===== src/rtl/cpu_pkg.sv =====
// Shared definitions for the RV32I-subset control path.
//   state_t  : sequencer states of the multi-cycle control unit
//   cause_t  : trap cause codes reported on the cause output
//   OP_*     : major opcodes recognised by the sequencer
//   ALU_*    : ALU operation codes, common to the ALU and every controller
package cpu_pkg;

   typedef enum logic [3:0] {
      S_IDLE,
      S_FETCH,
      S_DECODE,
      S_EXEC_R,
      S_EXEC_I,
      S_ADDR,
      S_MEM_RD,
      S_MEM_WR,
      S_WB,
      S_TRAP
   } state_t;

   typedef enum logic [1:0] {
      CAUSE_NONE    = 2'b00,
      CAUSE_ILLEGAL = 2'b01,
      CAUSE_TIMEOUT = 2'b10
   } cause_t;

   localparam logic [6:0] OP_R     = 7'b0110011;
   localparam logic [6:0] OP_I     = 7'b0010011;
   localparam logic [6:0] OP_LOAD  = 7'b0000011;
   localparam logic [6:0] OP_STORE = 7'b0100011;

   localparam logic [3:0] ALU_ADD  = 4'b0000;
   localparam logic [3:0] ALU_SUB  = 4'b0001;
   localparam logic [3:0] ALU_SLL  = 4'b0010;
   localparam logic [3:0] ALU_SLT  = 4'b0011;
   localparam logic [3:0] ALU_SLTU = 4'b0100;
   localparam logic [3:0] ALU_XOR  = 4'b0101;
   localparam logic [3:0] ALU_SRL  = 4'b0110;
   localparam logic [3:0] ALU_SRA  = 4'b0111;
   localparam logic [3:0] ALU_OR   = 4'b1000;
   localparam logic [3:0] ALU_AND  = 4'b1001;

   // States that hold a request on the shared memory port.
   function automatic logic is_mem_state(input state_t s);
      return (s == S_FETCH) || (s == S_MEM_RD) || (s == S_MEM_WR);
   endfunction

endpackage


===== src/rtl/multicycle_control_unit_if.sv =====
// Control-unit <-> datapath/memory bundle.
//   master : the control unit (reads decoded fields, run and mem_ready;
//            drives memory request, datapath enables, status and counter)
//   slave  : the datapath/memory side
//   Inputs to master : run, op[6:0], func3[2:0], func7[6:0], mem_ready
//   Outputs of master: mem_req, mem_we, ir_write, pc_write, alu_src_imm,
//                      alu_ctrl[3:0], reg_write, wb_sel, busy, halt,
//                      cause[1:0], retired[CNT_W-1:0]
interface multicycle_control_unit_if #(
   parameter int CNT_W = 32
);
   logic             run;
   logic [6:0]       op;
   logic [2:0]       func3;
   logic [6:0]       func7;
   logic             mem_ready;
   logic             mem_req;
   logic             mem_we;
   logic             ir_write;
   logic             pc_write;
   logic             alu_src_imm;
   logic [3:0]       alu_ctrl;
   logic             reg_write;
   logic             wb_sel;
   logic             busy;
   logic             halt;
   logic [1:0]       cause;
   logic [CNT_W-1:0] retired;

   modport master (
      input  run, op, func3, func7, mem_ready,
      output mem_req, mem_we, ir_write, pc_write, alu_src_imm, alu_ctrl,
             reg_write, wb_sel, busy, halt, cause, retired
   );

   modport slave (
      output run, op, func3, func7, mem_ready,
      input  mem_req, mem_we, ir_write, pc_write, alu_src_imm, alu_ctrl,
             reg_write, wb_sel, busy, halt, cause, retired
   );
endinterface


===== src/rtl/alu_ctrl_decode.sv =====
// Combinational ALU operation decode from the instruction function fields.
//   i_func3     : instruction[14:12]
//   i_func7_5   : instruction[30]; selects SUB (R-type only) and SRA
//   i_is_rtype  : 1 for register-register ops, 0 for immediate ops
//   o_alu_ctrl  : ALU_* operation code
module alu_ctrl_decode
   import cpu_pkg::*;
(
   input  logic [2:0] i_func3,
   input  logic       i_func7_5,
   input  logic       i_is_rtype,
   output logic [3:0] o_alu_ctrl
);

   always_comb begin
      o_alu_ctrl = ALU_ADD;
      case (i_func3)
         3'b000: o_alu_ctrl = (i_is_rtype && i_func7_5) ? ALU_SUB : ALU_ADD;
         3'b001: o_alu_ctrl = ALU_SLL;
         3'b010: o_alu_ctrl = ALU_SLT;
         3'b011: o_alu_ctrl = ALU_SLTU;
         3'b100: o_alu_ctrl = ALU_XOR;
         // imm[10] of SRAI sits in func7[5], so the shift type applies to both forms
         3'b101: o_alu_ctrl = i_func7_5 ? ALU_SRA : ALU_SRL;
         3'b110: o_alu_ctrl = ALU_OR;
         3'b111: o_alu_ctrl = ALU_AND;
         default: o_alu_ctrl = ALU_ADD;
      endcase
   end

endmodule


===== src/rtl/multicycle_control_unit.sv =====
// Multi-cycle sequencer for the RV32I-subset datapath.
// Steps each instruction through FETCH/DECODE/EXECUTE/MEMORY/WRITEBACK,
// drives the datapath enables and the shared memory handshake, counts
// retired instructions and halts in TRAP on an illegal opcode or a
// memory request that is not answered within TIMEOUT_CYCLES cycles.
//   clk  : clock, all state on the rising edge
//   rst  : synchronous active-high reset
//   bus  : master side of multicycle_control_unit_if (see interface file)
module multicycle_control_unit
   import cpu_pkg::*;
#(
   parameter int TIMEOUT_CYCLES = 16,
   parameter int CNT_W          = 32
) (
   input  logic                      clk,
   input  logic                      rst,
   multicycle_control_unit_if.master bus
);

   localparam int TMO_W = (TIMEOUT_CYCLES > 2) ? $clog2(TIMEOUT_CYCLES) : 1;
   localparam logic [TMO_W-1:0] TMO_LAST = TMO_W'(TIMEOUT_CYCLES - 1);

   state_t             r_state;
   state_t             w_next;
   logic [TMO_W-1:0]   r_tmo;
   logic               r_is_load;
   cause_t             r_cause;
   logic [CNT_W-1:0]   r_retired;

   logic               r_mem_req;
   logic               r_mem_we;
   logic               r_alu_src_imm;
   logic [3:0]         r_alu_ctrl;
   logic               r_reg_write;
   logic               r_wb_sel;
   logic               r_busy;
   logic               r_halt;

   logic               w_mem_wait;
   logic               w_tmo_hit;
   logic               w_retire;
   logic               w_is_rtype;
   logic [3:0]         w_alu_dec;
   logic               w_unused;

   // Only func7[5] carries meaning for this subset.
   assign w_unused = ^{bus.func7[6], bus.func7[4:0]};

   assign w_is_rtype = (bus.op == OP_R);
   assign w_mem_wait = is_mem_state(r_state) && !bus.mem_ready;
   // Completion in the limit cycle wins because w_mem_wait is then low.
   assign w_tmo_hit  = w_mem_wait && (r_tmo == TMO_LAST);
   assign w_retire   = (r_state == S_WB) || ((r_state == S_MEM_WR) && bus.mem_ready);

   alu_ctrl_decode u_alu_ctrl_decode (
      .i_func3    (bus.func3),
      .i_func7_5  (bus.func7[5]),
      .i_is_rtype (w_is_rtype),
      .o_alu_ctrl (w_alu_dec)
   );

   always_comb begin
      w_next = r_state;
      case (r_state)
         S_IDLE:   if (bus.run) w_next = S_FETCH;
         S_FETCH: begin
            if (bus.mem_ready)  w_next = S_DECODE;
            else if (w_tmo_hit) w_next = S_TRAP;
         end
         S_DECODE: begin
            case (bus.op)
               OP_R:              w_next = S_EXEC_R;
               OP_I:              w_next = S_EXEC_I;
               OP_LOAD, OP_STORE: w_next = S_ADDR;
               default:           w_next = S_TRAP;
            endcase
         end
         S_EXEC_R, S_EXEC_I: w_next = S_WB;
         S_ADDR:   w_next = r_is_load ? S_MEM_RD : S_MEM_WR;
         S_MEM_RD: begin
            if (bus.mem_ready)  w_next = S_WB;
            else if (w_tmo_hit) w_next = S_TRAP;
         end
         S_MEM_WR: begin
            if (bus.mem_ready)  w_next = bus.run ? S_FETCH : S_IDLE;
            else if (w_tmo_hit) w_next = S_TRAP;
         end
         S_WB:     w_next = bus.run ? S_FETCH : S_IDLE;
         S_TRAP:   w_next = S_TRAP;
         default:  w_next = S_IDLE;
      endcase
   end

   // Controls are registered from the next state, so each one is a pure
   // function of the state register seen by the datapath.
   always_ff @(posedge clk) begin
      if (rst) begin
         r_state       <= S_IDLE;
         r_tmo         <= '0;
         r_is_load     <= 1'b0;
         r_cause       <= CAUSE_NONE;
         r_retired     <= '0;
         r_mem_req     <= 1'b0;
         r_mem_we      <= 1'b0;
         r_alu_src_imm <= 1'b0;
         r_alu_ctrl    <= ALU_ADD;
         r_reg_write   <= 1'b0;
         r_wb_sel      <= 1'b0;
         r_busy        <= 1'b0;
         r_halt        <= 1'b0;
      end else begin
         r_state <= w_next;
         // Counter is zero whenever a mem state is entered: every exit path
         // (ready, trap, or not waiting at all) clears it.
         r_tmo   <= (w_mem_wait && !w_tmo_hit) ? r_tmo + 1'b1 : '0;
         if (r_state == S_DECODE) r_is_load <= (bus.op == OP_LOAD);
         if ((w_next == S_TRAP) && (r_state != S_TRAP))
            r_cause <= (r_state == S_DECODE) ? CAUSE_ILLEGAL : CAUSE_TIMEOUT;
         if (w_retire) r_retired <= r_retired + 1'b1;

         r_mem_req     <= is_mem_state(w_next);
         r_mem_we      <= (w_next == S_MEM_WR);
         r_alu_src_imm <= (w_next == S_EXEC_I) || (w_next == S_ADDR);
         r_alu_ctrl    <= ((w_next == S_EXEC_R) || (w_next == S_EXEC_I)) ? w_alu_dec : ALU_ADD;
         r_reg_write   <= (w_next == S_WB);
         r_wb_sel      <= (w_next == S_WB) && r_is_load;
         r_busy        <= (w_next != S_IDLE) && (w_next != S_TRAP);
         r_halt        <= (w_next == S_TRAP);
      end
   end

   assign bus.mem_req     = r_mem_req;
   assign bus.mem_we      = r_mem_we;
   // The fetched word is only valid in the cycle mem_ready is high, so the
   // IR/PC strobes qualify the FETCH state with mem_ready; rst blocks the
   // write so an aborted fetch leaves IR and PC untouched.
   assign bus.ir_write    = (r_state == S_FETCH) && bus.mem_ready && !rst;
   assign bus.pc_write    = (r_state == S_FETCH) && bus.mem_ready && !rst;
   assign bus.alu_src_imm = r_alu_src_imm;
   assign bus.alu_ctrl    = r_alu_ctrl;
   assign bus.reg_write   = r_reg_write;
   assign bus.wb_sel      = r_wb_sel;
   assign bus.busy        = r_busy;
   assign bus.halt        = r_halt;
   assign bus.cause       = r_cause;
   assign bus.retired     = r_retired;

endmodule


===== src/flat_wrapper.sv =====
// flat-port wrapper written by rule: the top's interface ports become plain ports
module multicycle_control_unit_flat import cpu_pkg::*;
#(
   parameter int TIMEOUT_CYCLES = 16,
   parameter int CNT_W          = 32
)
  (clk, rst, bus_run, bus_op, bus_func3, bus_func7, bus_mem_ready, bus_mem_req, bus_mem_we, bus_ir_write, bus_pc_write, bus_alu_src_imm, bus_alu_ctrl, bus_reg_write, bus_wb_sel, bus_busy, bus_halt, bus_cause, bus_retired);
  multicycle_control_unit_if #(.CNT_W(CNT_W)) bus_i ();
  input  logic clk;
  input  logic rst;
  input wire logic [$bits(bus_i.run)-1:0] bus_run;
  input wire logic [$bits(bus_i.op)-1:0] bus_op;
  input wire logic [$bits(bus_i.func3)-1:0] bus_func3;
  input wire logic [$bits(bus_i.func7)-1:0] bus_func7;
  input wire logic [$bits(bus_i.mem_ready)-1:0] bus_mem_ready;
  output wire logic [$bits(bus_i.mem_req)-1:0] bus_mem_req;
  output wire logic [$bits(bus_i.mem_we)-1:0] bus_mem_we;
  output wire logic [$bits(bus_i.ir_write)-1:0] bus_ir_write;
  output wire logic [$bits(bus_i.pc_write)-1:0] bus_pc_write;
  output wire logic [$bits(bus_i.alu_src_imm)-1:0] bus_alu_src_imm;
  output wire logic [$bits(bus_i.alu_ctrl)-1:0] bus_alu_ctrl;
  output wire logic [$bits(bus_i.reg_write)-1:0] bus_reg_write;
  output wire logic [$bits(bus_i.wb_sel)-1:0] bus_wb_sel;
  output wire logic [$bits(bus_i.busy)-1:0] bus_busy;
  output wire logic [$bits(bus_i.halt)-1:0] bus_halt;
  output wire logic [$bits(bus_i.cause)-1:0] bus_cause;
  output wire logic [$bits(bus_i.retired)-1:0] bus_retired;
  assign bus_i.run = bus_run;
  assign bus_i.op = bus_op;
  assign bus_i.func3 = bus_func3;
  assign bus_i.func7 = bus_func7;
  assign bus_i.mem_ready = bus_mem_ready;
  assign bus_mem_req = bus_i.mem_req;
  assign bus_mem_we = bus_i.mem_we;
  assign bus_ir_write = bus_i.ir_write;
  assign bus_pc_write = bus_i.pc_write;
  assign bus_alu_src_imm = bus_i.alu_src_imm;
  assign bus_alu_ctrl = bus_i.alu_ctrl;
  assign bus_reg_write = bus_i.reg_write;
  assign bus_wb_sel = bus_i.wb_sel;
  assign bus_busy = bus_i.busy;
  assign bus_halt = bus_i.halt;
  assign bus_cause = bus_i.cause;
  assign bus_retired = bus_i.retired;
  multicycle_control_unit #(.TIMEOUT_CYCLES(TIMEOUT_CYCLES), .CNT_W(CNT_W)) u_core (.clk(clk), .rst(rst), .bus(bus_i));
endmodule

===== config.mk =====
export PLATFORM = sky130hd
export DESIGN_NAME = multicycle_control_unit_flat
export DESIGN_NICKNAME = d
export VERILOG_FILES = /design/src/rtl/cpu_pkg.sv /design/src/rtl/multicycle_control_unit_if.sv /design/src/rtl/alu_ctrl_decode.sv /design/src/rtl/multicycle_control_unit.sv /design/src/flat_wrapper.sv
export SDC_FILE = /design/constraint.sdc
export NUM_CORES = 1
export LEC_CHECK = 0
export ABC_AREA = 1
export CAP_MARGIN = 10
export CORE_ASPECT_RATIO = 1.75
export CORE_MARGIN = 10
export CORE_UTILIZATION = 49
export CTS_BUF_LIST = sky130_fd_sc_hd__clkbuf_2 sky130_fd_sc_hd__clkbuf_4 sky130_fd_sc_hd__clkbuf_8
export CTS_CLUSTER_DIAMETER = 120
export DETAILED_ROUTE_END_ITERATION = 12
export PLACE_DENSITY_LB_ADDON = 0.1
export SLEW_MARGIN = 20
export SYNTH_ARGS = -nofsm -noshare
export SYNTH_HDL_FRONTEND = slang
export SYNTH_SLANG_ARGS = --single-unit

===== constraint.sdc =====
create_clock -name clk -period 1.73 [get_ports clk]
set_input_delay 0.346 -clock clk [delete_from_list [all_inputs] [get_ports clk]]
set_output_delay 0.346 -clock clk [all_outputs]
set_load 0.02 [all_outputs]

==> results of run 1 <==
cell families after synthesis:
family	share of synthesized area
compound gates	0.101
xor+xnor	0.0497
fa+ha+maj	0.00835
buf+inv	0.0693
flops	0.361
simple gates	0.411
timing repair:
action                     CTS  global route
setup endpoints to repair   33            32
gates resized for setup     34            46
pin swaps                    1            17
buffers inserted             0            11
worst max-delay path by stage:
stage | to | slack (ps) | depth (start not counted)
floorplan | bus_pc_write | 120 | 4
global placement | u_core.bus.alu_ctrl[3] | -300 | 11
detailed placement | u_core.bus.alu_ctrl[1] | -370 | 11
CTS | bus_retired[17] | 1 | 1
global route | u_core.bus.retired[8] | -50 | 10
finish | bus_retired[8] | 40 | 1
layer usage:
metal,track usage,share of wire
met5,0,0
met4,0.100,0.042
met3,0.0356,0.033
met2,0.389,0.58
met1,0.158,0.34
power by group through the flow:
stage	combinational [mW]	clock (mW)	sequential, mW
floorplan	0.150	0	1.32
global placement	0.326	0	1.30
finish	0.368	0.763	1.27
detailed placement	0.330	0	1.30
CTS	0.331	0.781	1.27
global route	0.399	0.829	1.28
cell type report:
| cell class | count | share of cell area |
|---|---|---|
| Sequential cell | 54 | 0.252 |
| Clock buffer | 5 | 0.0160 |
| Clock inverter | 3 | 0.00610 |
| Inverter | 44 | 0.0395 |
| Multi-Input combinational cell | 330 | 0.427 |
| Timing Repair Buffer | 116 | 0.236 |
| Tap cell | 78 | 0.0227 |
worst register-to-register path, cell delays in order, from the launching register on:
cell and delay, ps:
dfxtp_2 390, buf_6 140, inv_4 40, nor2_4 160, nand3_2 130, nand2_4 140
nand4_4 100, nor2_4 130, buf_6 110, a21oi_1 50, a211oi_1 210
cell usage in the layout, fill, tap and decap left out, drive strengths merged:
cell type and n:
a211oi 1, a21boi 1, a21oi 36, a31oi 1, a41oi 1, buf 57
clkbuf 5, clkdlybuf4s50 32, clkinv 1, dfxtp 54, dlygate4sd2 22, dlymetal6s2s 5
ha 2, inv 46, nand2 131, nand3 25, nand3b 3, nand4 10
nor2 57, nor3 24, nor3b 3, nor4 1, o211ai 2, o21a 1
o21ai 14, xnor2 8, xor2 9
flip-flops by register name (all words and copies together) (netlist names), 2 cells and up:
signal	count
u_core.bus.alu_ctrl	4
u_core.r_state	4
u_core.r_tmo	4
u_core.bus.retired	32
u_core.bus.cause	2
==> impl_metrics.env, run 1 <==
export IMPL_slowest_stage="clkdlybuf4s50_1"
export IMPL_hold_path_class="reg2reg"
export IMPL_post_route_util=0.727
export IMPL_drcViolationCount=0
export IMPL_status="finished clean"
export IMPL_antenna_found_initial=0
export IMPL_io_pins=68
export IMPL_crit_family="buffers and inverters"
export IMPL_synth_flop_cell="dfxtp_1"
export IMPL_placed_cell_area_um2=3990
export IMPL_hold_depth=1
export IMPL_die_y_um=123
export IMPL_crit_arrival_ps=1340
export IMPL_drt_wl_total_mm=9.29
export IMPL_cts_max_path_buffers=2
export IMPL_r2r_start="u_core.r_state[2]"
export IMPL_setup_viol=0
export IMPL_pre_cts_slack_ps=-371
export IMPL_yosysMostFrequentCell="nand2_1"
export IMPL_yosysUniqueCellTypes=35
export IMPL_min_from="u_core.r_tmo[0]"
export IMPL_gr_total_overflow=0
export IMPL_drive_above_1_share=0.239
export IMPL_p_per_area_nw_per_um2=558
export IMPL_timing_rr_end="u_core.bus.retired[8]"
export IMPL_yosysTopAreaCell="dfxtp_1"
export IMPL_synth_seq_cells=54
export IMPL_p_int_mw=1.72
export IMPL_netlist_instances=438
export IMPL_multiInputGateArea_um2=1840
export IMPL_grt_pass1_vias=3237
export IMPL_initial_core_util=0.505
export IMPL_gp_congestion=0.947
export IMPL_synth_edff_count=0
export IMPL_grt_pass1_wl_mm=14.7
export IMPL_clkPwrFrac=0.317
export IMPL_p_total_mw=2.40
export IMPL_fin_setup_tns_ps=0
export IMPL_reg2reg_slack_ps=40
export IMPL_nFillCells=528
export IMPL_power_frac_seq=0.530
export IMPL_synth_seq_area_share=0.361
export IMPL_ir_worst_vdd_mv=0.476
export IMPL_critPathRequiredTime_ps=1380
export IMPL_syn_num_nets=461
export IMPL_reg2reg_depth=10
export IMPL_holdBufCountCts=0
export IMPL_hold_violations=0
export IMPL_switching_share=0.283
export IMPL_cts_tree="built"
export IMPL_cp_end_kind="primary output"
export IMPL_worst_pin_slew_ps=296
export IMPL_cp_slowest_stage_delay_ps=630
export IMPL_p_sw_uw=682
export IMPL_area_growth_pct=43.8
export IMPL_post_route_cell_area_um2=4310
export IMPL_post_dp_hpwl_mm=7.30
export IMPL_period_needed_ps=1690
export IMPL_synth_warnings=0
export IMPL_numCtsBuffers=5
export IMPL_whs_ps=427
export IMPL_die_x_um=79.1
export IMPL_layout_nets=574
export IMPL_dp_cells=611
export IMPL_rows=37
export IMPL_fmax_mhz=592
export IMPL_portBuffers=61
export IMPL_grt_usage=0.188
export IMPL_finalCritPeriodShare=0.976
export IMPL_cp_cell_sequence="clkdlybuf4s50_1"
export IMPL_worstSetupStartpointType="flip-flop"
export IMPL_n_antenna_cell=0
export IMPL_path_buf_inv=1
export IMPL_rsz0062_at_grt="true"
export IMPL_cts_max_level=2
export IMPL_clock_root_buffer="clkbuf_8"
export IMPL_clkTransAtPathRegs_ps=110
export IMPL_p_comb_frac=0.153
export IMPL_ant_nets=0
export IMPL_finalClockSkew_ps=8.53
export IMPL_worst_slack_ps=40.7
export IMPL_max_cap_violations=0
export IMPL_synth_area_um2=3000
export IMPL_yosys_top_cells_count="126 x nand2_1, 54 x dfxtp_1, 43 x nor2_1, 37 x inv_1, 36 x a21oi_1"
export IMPL_drt_pass1_iter_count=4
export IMPL_drtIter0Drc=183
export IMPL_grt_max_degree=34
export IMPL_min_to="u_core.r_tmo[0]"
export IMPL_p_leak_nw=1.90
export IMPL_fin_cells=630
export IMPL_seq_area_um2=1090
export IMPL_vias=3275
export IMPL_vias_per_cell=5.20
export IMPL_die_area_um2=9760
export IMPL_async_reset_ff_frac=0
export IMPL_clock_latency_ps=320
export IMPL_coreArea_um2=5930
export IMPL_critical_path_class="reg2out"
export IMPL_yosysTopAreaCellShare=0.361
export IMPL_wl_per_cell_um=14.7
export IMPL_startpoint="u_core.bus.retired[8]"
export IMPL_avgSynthCellArea_um2=6.84
export IMPL_relSlewSlack=0.802
export IMPL_cts_num_sinks=54
export IMPL_finalMaxSlewViolations=0
export IMPL_worst_path_max_fanout=4
export IMPL_synth_area_leaders="dfxtp_1 36%, nand2_1 16%, a21oi_1 6.0%"
Power figures use the tool's default switching activity.
==> inputs of run 2 (changes only) <==
RECOVER_POWER = 50   (was not set)
==> run 2 against run 1 <==
Compared with the run above:
- combinational power about the same
- via count shrank 0.79%
- non-clock buffer count stayed put
- routed wire length down 0.42%
==> impl_metrics.env, run 2 (synthesis gave the netlist of run 1 again) <==
export IMPL_io_pins=68
export IMPL_cp_num_cells=1
export IMPL_r2r_start="u_core.r_state[2]"
export IMPL_pre_cts_slack_ps=-371
export IMPL_numCtsBuffers=5
export IMPL_drtIter0Drc=151
export IMPL_drt_wl_total_mm=9.25
export IMPL_vias=3249
export IMPL_grt_pass1_vias=3237
export IMPL_p_int_mw=1.72
export IMPL_max_cap_violations=0
export IMPL_crit_family="buffers and inverters"
export IMPL_drt_pass1_iter_count=4
export IMPL_vias_per_cell=5.16
export IMPL_post_dp_hpwl_mm=7.30
export IMPL_p_leak_nw=1.79
export IMPL_most_common_layout_cells="123 x nand2_1, 50 x buf_4, 49 x dfxtp_1"
export IMPL_grt_max_degree=34
export IMPL_critical_path_class="reg2out"
export IMPL_largest_reg_flops=32
export IMPL_fin_setup_tns_ps=0
export IMPL_gp_congestion=0.947
export IMPL_cp_end_kind="primary output"
export IMPL_critPathRequiredTime_ps=1380
export IMPL_grt_usage=0.188
export IMPL_cts_max_level=2
export IMPL_mostFrequentLayoutCell="nand2_1"
export IMPL_die_area_um2=9760
export IMPL_cts_tree="built"
export IMPL_dp_cells=611
export IMPL_ant_nets=0
export IMPL_initial_core_util=0.505
export IMPL_reg2reg_slack_ps=60
export IMPL_area_growth_pct=42.3
export IMPL_clock_latency_ps=320
export IMPL_ir_worst_vdd_mv=0.472
export IMPL_clkTransAtPathRegs_ps=110
export IMPL_crit_arrival_ps=1340
export IMPL_clock_root_buffer="clkbuf_8"
export IMPL_period_needed_ps=1690
export IMPL_relSlewSlack=0.801
export IMPL_drive_above_1_share=0.239
export IMPL_worst_slack_ps=39.7
export IMPL_die_x_um=79.1
export IMPL_timing_rr_end="u_core.bus.retired[8]"
export IMPL_grt_pass1_wl_mm=14.7
export IMPL_startpoint="u_core.bus.retired[8]"
export IMPL_reg2reg_depth=10
export IMPL_n_antenna_cell=0
export IMPL_p_total_mw=2.40
export IMPL_die_y_um=123
export IMPL_p_sw_uw=678
export IMPL_portBuffers=61
export IMPL_power_frac_seq=0.531
export IMPL_cts_num_sinks=54
export IMPL_hold_path_class="reg2reg"
export IMPL_hold_violations=0
export IMPL_endpoint="bus_retired[8]"
export IMPL_cp_slowest_stage_delay_ps=630
export IMPL_setup_viol=0
export IMPL_worstSetupStartpointType="flip-flop"
export IMPL_cp_cell_sequence="clkdlybuf4s50_1"
export IMPL_finalClockSkew_ps=9.81
export IMPL_finalCritPeriodShare=0.977
export IMPL_rsz0062_at_grt="true"
export IMPL_coreArea_um2=5930
export IMPL_worst_pin_slew_ps=297
export IMPL_rows=37
export IMPL_slowest_stage="clkdlybuf4s50_1"
export IMPL_status="finished clean"
export IMPL_gr_total_overflow=0
export IMPL_p_comb_frac=0.152
export IMPL_drcViolationCount=0
export IMPL_layout_nets=574
export IMPL_switching_share=0.283
export IMPL_min_from="u_core.r_tmo[0]"
export IMPL_fin_cells=630
export IMPL_worst_path_max_fanout=4
export IMPL_fmax_mhz=592
export IMPL_cts_max_path_buffers=2
export IMPL_antenna_found_initial=0
export IMPL_p_per_area_nw_per_um2=563
export IMPL_wl_per_cell_um=14.7
export IMPL_clkPwrFrac=0.317
export IMPL_path_buf_inv=1
export IMPL_finalMaxSlewViolations=0
-- run 2: cell count changes in the layout (fill, tap and decap cells not counted) --
cell and change:
dlymetal6s2s_1 -5, clkbuf_1 +5
-- run 2: final cells by class --
cell class / instances / area [um2]
multi-input cells: 330 / 1840
fillers: 543 / 1660
flip-flops and latches: 54 / 1090
repair buffers: 116 / 973
inverters: 44 / 170
well taps: 78 / 97.6
clock buffers: 5 / 68.8
clock inverters: 3 / 26.3
-- run 2: repair_timing --
action                     in CTS  in global routing
pin swaps                       1                 17
gates resized for setup        34                 46
cloned                          0                  0
hold buffers                    0                  0
setup endpoints to repair      33                 32
setup buffers                   0                 11
-- run 2: worst min-delay path by stage --
stage                                  to  cells after the start  slack, ps
after floorplan           u_core.r_tmo[0]                      1        420
after global placement    u_core.r_tmo[0]                      1        430
after detailed placement  u_core.r_tmo[0]                      1        440
after CTS                 u_core.r_tmo[0]                      1        460
after global routing      u_core.r_tmo[0]                      1        450
final                     u_core.r_tmo[0]                      1        430
-- run 2: per-stage QoR --
step | util | instance area, um2 | hold WS, ps
4_1_cts | 0.687 | 4070 | 463
5_1_grt | 0.719 | 4260 | 451
6_report | 0.719 | 4260 | 426
2_1_floorplan | - | 3000 | 418
3_3_place_gp | 0.674 | 3990 | 431
3_5_place_dp | 0.674 | 3990 | 443
-- run 2: metal layers --
layer / share of wire / GRT usage
met5: 0 / 0
met4: 0.048 / 0.100
met3: 0.036 / 0.0356
met2: 0.58 / 0.389
met1: 0.34 / 0.158
-- run 2: power by group through the flow --
stage	sequential [mW]	combinational (mW)	clock [mW]
finish	1.27	0.365	0.761
CTS	1.27	0.331	0.781
floorplan	1.32	0.150	0
global placement	1.30	0.326	0
detailed placement	1.30	0.330	0
global route	1.28	0.398	0.829
==> inputs of run 3 (changes only) <==
SKIP_CTS_REPAIR_TIMING = 1   (was not set)
TNS_END_PERCENT = 50   (was not set)
clock period = 2.2 ns   (was 1.73 ns; I/O delays follow)
==> run 3 against run 2 <==
Compared with the run above:
- final area down 11%
- register-to-register slack gained 160 ps
- critical path depth grew 7
- cell count down 7.3%
- clock power fell by 19%
- via count shrank 6.2%
- total power is 23% lower
- setup slack gained 180 ps
- clock skew shrank 6.4 ps
- hold slack improved by 34 ps
- sequential cell count stayed put
- global-route usage is 0.38 points lower
- highest routed layer unchanged
==> impl_metrics.env, run 3 (synthesis gave the netlist of run 1 again) <==
export IMPL_status="finished clean"
export IMPL_wl_met3_um=381
export IMPL_hold_violations=0
export IMPL_setup_viol=0
export IMPL_finalClockSkew_ps=3.42
export IMPL_io_pins=68
export IMPL_rsz0062_at_grt="false"
export IMPL_post_dp_hpwl_mm=6.94
export IMPL_wl_per_cell_um=14.9
export IMPL_worstSetupStartpointType="flip-flop"
export IMPL_max_cap_violations=0
export IMPL_startpoint="u_core.r_state[2]"
export IMPL_layout_nets=528
export IMPL_vias_per_cell=5.22
export IMPL_area_growth_pct=26.1
export IMPL_gp_congestion=0.927
export IMPL_numCtsBuffers=5
export IMPL_finalCritPeriodShare=0.898
export IMPL_drt_pass1_iter_count=4
export IMPL_p_int_mw=1.31
export IMPL_placed_cell_area_um2=3730
export IMPL_largest_reg_flops=32
export IMPL_cts_max_level=2
export IMPL_grt_usage=0.184
export IMPL_ant_nets=0
export IMPL_worst_pin_slew_ps=582
export IMPL_fin_setup_tns_ps=0
export IMPL_worst_path_max_fanout=14
export IMPL_gr_total_overflow=0
export IMPL_clkTransAtPathRegs_ps=110
export IMPL_power_frac_seq=0.547
export IMPL_slowest_stage="dfxtp_1"
export IMPL_switching_share=0.285
export IMPL_fmax_mhz=506
export IMPL_p_comb_frac=0.118
export IMPL_hold_depth=1
export IMPL_clock_latency_ps=320
export IMPL_ir_worst_vdd_mv=0.474
export IMPL_p_total_mw=1.84
export IMPL_drtIter0Drc=161
export IMPL_min_from="u_core.r_tmo[0]"
export IMPL_critPathRequiredTime_ps=2420
export IMPL_fin_cells=584
export IMPL_die_area_um2=9760
export IMPL_grt_max_degree=34
export IMPL_coreArea_um2=5930
export IMPL_grt_pass1_vias=3126
export IMPL_p_leak_nw=1.51
export IMPL_mostFrequentLayoutCell="nand2_1"
export IMPL_dp_cells=576
export IMPL_drt_wl_total_mm=8.69
export IMPL_cts_max_path_buffers=2
export IMPL_finalMaxSlewViolations=0
export IMPL_reg2reg_depth=8
export IMPL_cts_num_sinks=54
export IMPL_post_route_cell_area_um2=3780
export IMPL_cp_cell_sequence="inv_2 -> nor2_4 -> nand3_1 -> nand2_4 -> clkbuf_1 -> nand2_1 -> o21ai_0 -> a21oi_1"
export IMPL_p_sw_uw=523
export IMPL_critical_path_class="reg2reg"
export IMPL_initial_core_util=0.505
export IMPL_n_antenna_cell=0
export IMPL_wl_met2_mm=4.92
export IMPL_wl_met1_mm=3.01
export IMPL_grt_pass1_wl_mm=14.4
export IMPL_drcViolationCount=0
export IMPL_vias=3046
export IMPL_top_layer="met4"
export IMPL_cp_end_kind="flip-flop"
export IMPL_clock_root_buffer="clkbuf_8"
export IMPL_hold_path_class="reg2reg"
export IMPL_portBuffers=61
export IMPL_die_x_um=79.1
export IMPL_clkPwrFrac=0.335
export IMPL_most_common_layout_cells="128 x nand2_1, 54 x dfxtp_1, 46 x nor2_1"
export IMPL_drive_above_1_share=0.0949
export IMPL_rows=37
export IMPL_crit_arrival_ps=2200
export IMPL_antenna_found_initial=0
export IMPL_relSlewSlack=0.612
export IMPL_p_per_area_nw_per_um2=486
export IMPL_whs_ps=460
export IMPL_die_y_um=123
export IMPL_period_needed_ps=1980
export IMPL_r2r_start="u_core.r_state[2]"
export IMPL_cp_slowest_stage_delay_ps=490
export IMPL_cts_tree="built"
export IMPL_nFillCells=601
[run 3: cell count changes in the layout (fill, tap and decap cells not counted), sizes merged]
| cell | delta |
|---|---|
| buf | -50 |
| dlymetal6s2s | +2 |
| dlygate4sd3 | +20 |
| dlygate4sd2 | -22 |
| clkdlybuf4s50 | +7 |
| clkbuf | -3 |
[run 3: final cells by class]
class / instances / area [um2] / share of cell area
Clock buffer: 5 / 68.8 / 0.0182
Clock inverter: 3 / 28.8 / 0.00762
Inverter: 44 / 165 / 0.0437
Multi-Input combinational cell: 330 / 1660 / 0.439
Sequential cell: 54 / 1080 / 0.286
Tap cell: 78 / 97.6 / 0.0258
Timing Repair Buffer: 70 / 676 / 0.179
[run 3: critical path, delay by kind of cell, from the launching register on]
kind            cells  cell delay [ps]
compound gates      2              240
buf+inv             2              570
flops               1              490
simple gates        4              560
[run 3: final timing paths]
path	slack [ps]	endpoint
max	220	u_core.bus.retired[5]
min	460	u_core.r_tmo[0]
max reg2reg	220	u_core.bus.retired[5]
min reg2reg	460	u_core.r_tmo[0]
[run 3: per-stage QoR]
step	setup WS, ps	util
floorplan	403	-
global placement	-7.91	0.629
detailed placement	-48.9	0.629
CTS	-152	0.646
global route	77.1	0.637
finish	223	0.637
[run 3: power by group through the flow]
stage | clock network (mW) | registers [mW] | logic (mW)
2_1_floorplan | 0 | 1.04 | 0.118
3_3_place_gp | 0 | 1.03 | 0.221
3_5_place_dp | 0 | 1.03 | 0.224
4_1_cts | 0.627 | 1.01 | 0.226
5_1_grt | 0.663 | 1.01 | 0.242
6_report | 0.615 | 1.01 | 0.216
[run 3: routing by layer]
metal,global-route usage,up-vias
met5,0,-
met4,0.102,0
met3,0.0400,26
met2,0.365,76
met1,0.164,1391
li1,-,1553
